`src/rtl/mem_arb_pkg.sv`:
```
// mem_arbiter shared types and constants.
// State enum, port IDs and default RAM geometry.
package mem_arb_pkg;

  localparam int ADDR_W_DEF = 8;
  localparam int DATA_W_DEF = 16;

  localparam logic PORT_CPU = 1'b0;
  localparam logic PORT_LD  = 1'b1;

  typedef enum logic {
    IDLE   = 1'b0,
    ACCESS = 1'b1
  } state_t;

endpackage

```
`src/rtl/mem_arb_pick.sv`:
```
// mem_arbiter winner select (one-hot, bit index = port ID).
// MEM_ARB_RR_EN: ties go to the pointer's port; else CPU first.
module mem_arb_pick
  import mem_arb_pkg::*;
(
  input  logic       i_cpu_req,
  input  logic       i_ld_req,
  input  logic       i_rr_ptr,
  output logic [1:0] o_win
);

`ifdef MEM_ARB_RR_EN
  // Tie broken by pointer; lone requester wins at once
  always_comb begin
    o_win = '0;
    if (i_cpu_req && i_ld_req) begin
      if (i_rr_ptr) o_win[PORT_LD] = 1'b1;
      else          o_win[PORT_CPU] = 1'b1;
    end else if (i_cpu_req) begin
      o_win[PORT_CPU] = 1'b1;
    end else if (i_ld_req) begin
      o_win[PORT_LD] = 1'b1;
    end
  end
`else
  logic w_unused_ptr;
  assign w_unused_ptr = i_rr_ptr;

  // Fixed priority: loader only when CPU is quiet
  always_comb begin
    o_win = '0;
    if (i_cpu_req)     o_win[PORT_CPU] = 1'b1;
    else if (i_ld_req) o_win[PORT_LD] = 1'b1;
  end
`endif

endmodule

```
`src/rtl/mem_arbiter.sv`:
```
// CPU / loader arbiter for the single-port data RAM.
// Optional round-robin tie break with MEM_ARB_RR_EN.
module mem_arbiter
  import mem_arb_pkg::*;
#(
  parameter int ADDR_W = ADDR_W_DEF,
  parameter int DATA_W = DATA_W_DEF
) (
  input  logic              clk,
  input  logic              rst_n,
  input  logic              cpu_req,
  input  logic              cpu_we,
  input  logic [ADDR_W-1:0] cpu_addr,
  input  logic [DATA_W-1:0] cpu_wdata,
  output logic              cpu_gnt,
  output logic              cpu_rvalid,
  output logic [DATA_W-1:0] cpu_rdata,
  output logic              cpu_stall,
  input  logic              ld_req,
  input  logic              ld_we,
  input  logic [ADDR_W-1:0] ld_addr,
  input  logic [DATA_W-1:0] ld_wdata,
  output logic              ld_gnt,
  output logic              ld_rvalid,
  output logic [DATA_W-1:0] ld_rdata,
  output logic              ram_en,
  output logic              ram_we,
  output logic [ADDR_W-1:0] ram_addr,
  output logic [DATA_W-1:0] ram_wdata,
  input  logic [DATA_W-1:0] ram_rdata
);

  state_t            r_state;
  state_t            w_state_nxt;
  logic              w_issue;
  logic [1:0]        w_win;
  logic              w_sel_ld;
  logic              w_we;
  logic [ADDR_W-1:0] w_addr;
  logic [DATA_W-1:0] w_wdata;
  logic              w_rr_ptr;

  logic              r_owner;
  logic              r_read;
  logic              r_cpu_gnt;
  logic              r_ld_gnt;
  logic              r_cpu_rvalid;
  logic              r_ld_rvalid;
  logic              r_ram_en;
  logic              r_ram_we;
  logic [ADDR_W-1:0] r_ram_addr;
  logic [DATA_W-1:0] r_ram_wdata;

`ifdef MEM_ARB_RR_EN
  logic r_rr_ptr;

  // Pointer names the port preferred on the next tie
  always_ff @(posedge clk) begin
    if (!rst_n)       r_rr_ptr <= PORT_CPU;
    else if (w_issue) r_rr_ptr <= ~w_sel_ld;
  end

  assign w_rr_ptr = r_rr_ptr;
`else
  assign w_rr_ptr = 1'b0;
`endif

  mem_arb_pick u_pick (
    .i_cpu_req (cpu_req),
    .i_ld_req  (ld_req),
    .i_rr_ptr  (w_rr_ptr),
    .o_win     (w_win)
  );

  assign w_sel_ld = w_win[PORT_LD];
  assign w_we     = w_sel_ld ? ld_we    : cpu_we;
  assign w_addr   = w_sel_ld ? ld_addr  : cpu_addr;
  assign w_wdata  = w_sel_ld ? ld_wdata : cpu_wdata;

  // State register
  always_ff @(posedge clk) begin
    if (!rst_n) r_state <= IDLE;
    else        r_state <= w_state_nxt;
  end

  // Next state: issue from IDLE, ACCESS always lasts one cycle
  always_comb begin
    w_state_nxt = r_state;
    w_issue     = 1'b0;
    unique case (r_state)
      IDLE: begin
        if (cpu_req || ld_req) begin
          w_issue     = 1'b1;
          w_state_nxt = ACCESS;
        end
      end
      ACCESS: w_state_nxt = IDLE;
    endcase
  end

  // Registered strobes, grants, read returns and ownership
  always_ff @(posedge clk) begin
    if (!rst_n) begin
      r_owner      <= PORT_CPU;
      r_read       <= 1'b0;
      r_cpu_gnt    <= 1'b0;
      r_ld_gnt     <= 1'b0;
      r_cpu_rvalid <= 1'b0;
      r_ld_rvalid  <= 1'b0;
      r_ram_en     <= 1'b0;
      r_ram_we     <= 1'b0;
      r_ram_addr   <= '0;
      r_ram_wdata  <= '0;
    end else begin
      r_cpu_gnt    <= 1'b0;
      r_ld_gnt     <= 1'b0;
      r_cpu_rvalid <= 1'b0;
      r_ld_rvalid  <= 1'b0;
      r_ram_en     <= 1'b0;
      r_ram_we     <= 1'b0;
      if (w_issue) begin
        r_ram_en    <= 1'b1;
        r_ram_we    <= w_we;
        r_ram_addr  <= w_addr;
        r_ram_wdata <= w_wdata;
        r_cpu_gnt   <= w_win[PORT_CPU];
        r_ld_gnt    <= w_win[PORT_LD];
        r_owner     <= w_sel_ld;
        r_read      <= ~w_we;
      end
      if (r_state == ACCESS && r_read) begin
        if (r_owner == PORT_LD) r_ld_rvalid  <= 1'b1;
        else                    r_cpu_rvalid <= 1'b1;
      end
    end
  end

  assign cpu_gnt    = r_cpu_gnt;
  assign ld_gnt     = r_ld_gnt;
  assign cpu_rvalid = r_cpu_rvalid;
  assign ld_rvalid  = r_ld_rvalid;
  assign cpu_rdata  = ram_rdata;
  assign ld_rdata   = ram_rdata;
  assign cpu_stall  = cpu_req && !r_cpu_gnt;
  assign ram_en     = r_ram_en;
  assign ram_we     = r_ram_we;
  assign ram_addr   = r_ram_addr;
  assign ram_wdata  = r_ram_wdata;

endmodule

```
`config.mk`:
```
export PLATFORM = sky130hd
export DESIGN_NAME = mem_arbiter
export DESIGN_NICKNAME = d
export VERILOG_FILES = /design/src/rtl/mem_arb_pkg.sv /design/src/rtl/mem_arb_pick.sv /design/src/rtl/mem_arbiter.sv
export SDC_FILE = /design/constraint.sdc
export NUM_CORES = 1
export LEC_CHECK = 0
export CAP_MARGIN = 5
export CORE_MARGIN = 2
export CORE_UTILIZATION = 62
export DETAILED_ROUTE_END_ITERATION = 8
export DONT_BUFFER_PORTS = 1
export PLACE_DENSITY = 0.78
export SLEW_MARGIN = 20
export SYNTH_ARGS = -nofsm -noshare
export SYNTH_HDL_FRONTEND = slang
export SYNTH_HIERARCHICAL = 1
export SYNTH_SLANG_ARGS = --single-unit
export TNS_END_PERCENT = 5
```
`constraint.sdc`:
```
create_clock -name clk -period 1.3 [get_ports clk]
set_input_delay 0.065 -clock clk [delete_from_list [all_inputs] [get_ports clk]]
set_output_delay 0.065 -clock clk [all_outputs]
set_load 0.05 [all_outputs]
```
==> qor.tcl <==
set qor(comb_pwr_share_pct) 31.8
set qor(final-setup-viol-count) 0
set qor(power.leakage_uw) 0.0009246
set qor(final_antenna_net_count) 0
set qor(timing_worst_setup_path_type) {in -> reg}
set qor(floorplan.die_area_mm2) 0.003128
set qor(setup_tns_ps) 0
set qor(vdd_ir_drop_max_uv) 1011
set qor(detail_route.wl_per_cell_um) 20.82
set qor(path_cells) {dlygate4sd3_1 > mux2i_1 > dlygate4sd3_1 > o2bb2ai_2}
set qor(post-place-cells) 159
set qor(syn-mean-instance-area_um2) 12.20
set qor(first_global_vias) 1308
set qor(max-slew-margin-rel_pct) 66.12
set qor(p_clk_share_pct) 21.5
set qor(drive_above_1_share_pct) 34.22
set qor(outcome) {finished clean}
set qor(firstDrtPassIters) 4
set qor(signal_arrival_time_at_the_worst_endpoint_ps) 1440
set qor(antenna_cells_inserted) 0
set qor(cts_sinks) 32
set qor(crit_required_ps) 1520
set qor(finalWirelength_um) 4518
set qor(cp_max_fo) 1
set qor(rsz_0062_raised_after_global_routing) {false}
set qor(number_of_rows_created_at_floorplan) 18
set qor(die_width_um) 55.93
set qor(num_io_pins) 133
set qor(drt-vias-per-instance) 5.719
set qor(detailed_place_hpwl_um) 2437
set qor(internal-power_uw) 1580
set qor(switching_power_uw) 831.6
set qor(cts_htree_levels) 2
set qor(cts_inserted_buffers) 5
set qor(die-height_um) 55.93
set qor(core_footprint_mm2) 0.002522
set qor(share_of_total_power_in_sequential_cells_pct) 46.8
set qor(max_cap_violations) 0
set qor(clock_path_buffers) 2
set qor(synth_cells) 137
set qor(grt_pass1_wl_um) 7038
set qor(initial_antenna_violation_count) 0
set qor(finClkSkew_ps) 10.61
set qor(vias) 1241
set qor(report.final.hold_viol_count) 0
set qor(final_min_period_over_clock_period_pct) 94.16
set qor(first_iter_violations) 35
set qor(grt_overflow) 0
set qor(fmax_mhz) 816.9
set qor(worst_setup_hold_path_clk_slew_ps) 90
set qor(stdcell_count) 217
set qor(layout-area-overhead-vs-synth_pct) 30.46
set qor(portBuffers) 0
set qor(clock_latency_ps) 330
set qor(path_buf_inv) 2
set qor(swShare_pct) 34.48
set qor(clockRootBuffer) {clkbuf_4}
set qor(syn-cell-area_mm2) 0.001672
set qor(worst_path_max_delay_cell) {dlygate4sd3_1}
set qor(post-route-drc-count) 0
set qor(path_delay_family) {buffers and inverters}
set qor(pwr_density_cell_mw_per_mm2) 1106
set qor(timing_worst_slew_pin_value_ps) 507.4
set qor(worst_setup_path_end_kind) {flop}
set qor(timing.critical_path.mode_cell) {dlygate4sd3_1}
set qor(start_util_pct) 66.27
set qor(hold_path_class) {in -> reg}
set qor(synthesis.nets) 207
set qor(worst_path_largest_cell_delay_ps) 590
set qor(cp-start-kind) {primary input}
set qor(min_period_ps) 1224
set qor(largest_net_degree_at_the_start_of_global_routing) 17
set qor(grt_use_total_pct) 30.01
set qor(syn_warnings) 6
set qor(gp_congestion) 0.7733
set qor(maxSlewViolCount) 0
set qor(fin_nets) 257
set qor(tritoncts) {yes}
## final timing paths
check | start | end | slack, ps | depth (start not counted)
setup / recovery | cpu_wdata[1] | ram_wdata[1]$_SDFFE_PN0P_ | 80 | 4
hold / removal | ld_addr[5] | ram_addr[5]$_SDFFE_PN0P_ | 1 | 2
setup reg to reg | r_state$_SDFF_PN0_ | ram_wdata[12]$_SDFFE_PN0P_ | 100 | 4
hold reg to reg | r_owner$_SDFFE_PN0P_ | cpu_rvalid$_SDFF_PN0_ | 470 | 1
## metal layers
layer	vias to the layer above	GRT usage [%]	wire length (um)
li1	554	-	-
met1	587	33.72	1714
met2	91	51.36	2339
met3	9	13.26	407
met4	0	8.844	56
met5	-	0	0
## timing repair
item / CTS / global route
hold buffers: 52 / 0
endpoints found under the setup margin: 0 / 2
resized for setup: 0 / 1
endpoints found under the hold margin: 30 / 0
buffers inserted: 0 / 0
## metrics by stage
step           total power (uW)  setup WS (ps)  area, um^2  utilization [%]  hold slack [ps]
3_5_place_dp               1739          199.9        1622            64.29            130.5
4_1_cts                    2374          133.6        2188            86.76            35.39
6_report                   2412          75.90        2181            86.46            1.092
5_1_grt                    2499          43.73        2181            86.46            1.152
3_3_place_gp               1725          261.1        1622            64.29            130.5
2_1_floorplan              1873          7.088        1673                -            210.9
## area by class of cell
type | instances | area, um^2
clock buffers | 6 | 41.29
clock inverters | 1 | 5.005
fillers | 116 | 341.6
inverters | 2 | 7.507
multi-input cells | 62 | 686.9
flip-flops and latches | 32 | 641.9
well taps | 30 | 37.54
repair buffers | 84 | 760.7
## power by group through the flow
stage	registers (uW)	clock network (uW)	logic (uW)
final	1130	518	766
after global routing	1130	563	801
after CTS	1120	507	744
after detailed placement	1140	0	596
after global placement	1140	0	583
after floorplan	1370	0	502
## placed cells by master (no fill, tap or decap), types with 2 or more instances in the layout
cell,n
dlygate4sd3_1,50
buf_4,33
dfxtp_1,31
mux2i_1,25
o2bb2ai_2,20
clkbuf_4,5
o2bb2ai_1,4
nor2_1,3
nor2b_4,2
inv_1,2
and3_1,2
## flip-flops by register name, summed over array words and instances (netlist names)
signal and cells:
ram_wdata 16, ram_addr 8, cpu_gnt 1, cpu_rvalid 1, ld_gnt 1, ld_rvalid 1, r_owner 1, r_read 1
r_state 1, ram_we 1
No activity file was read; power rests on OpenSTA's default activity.
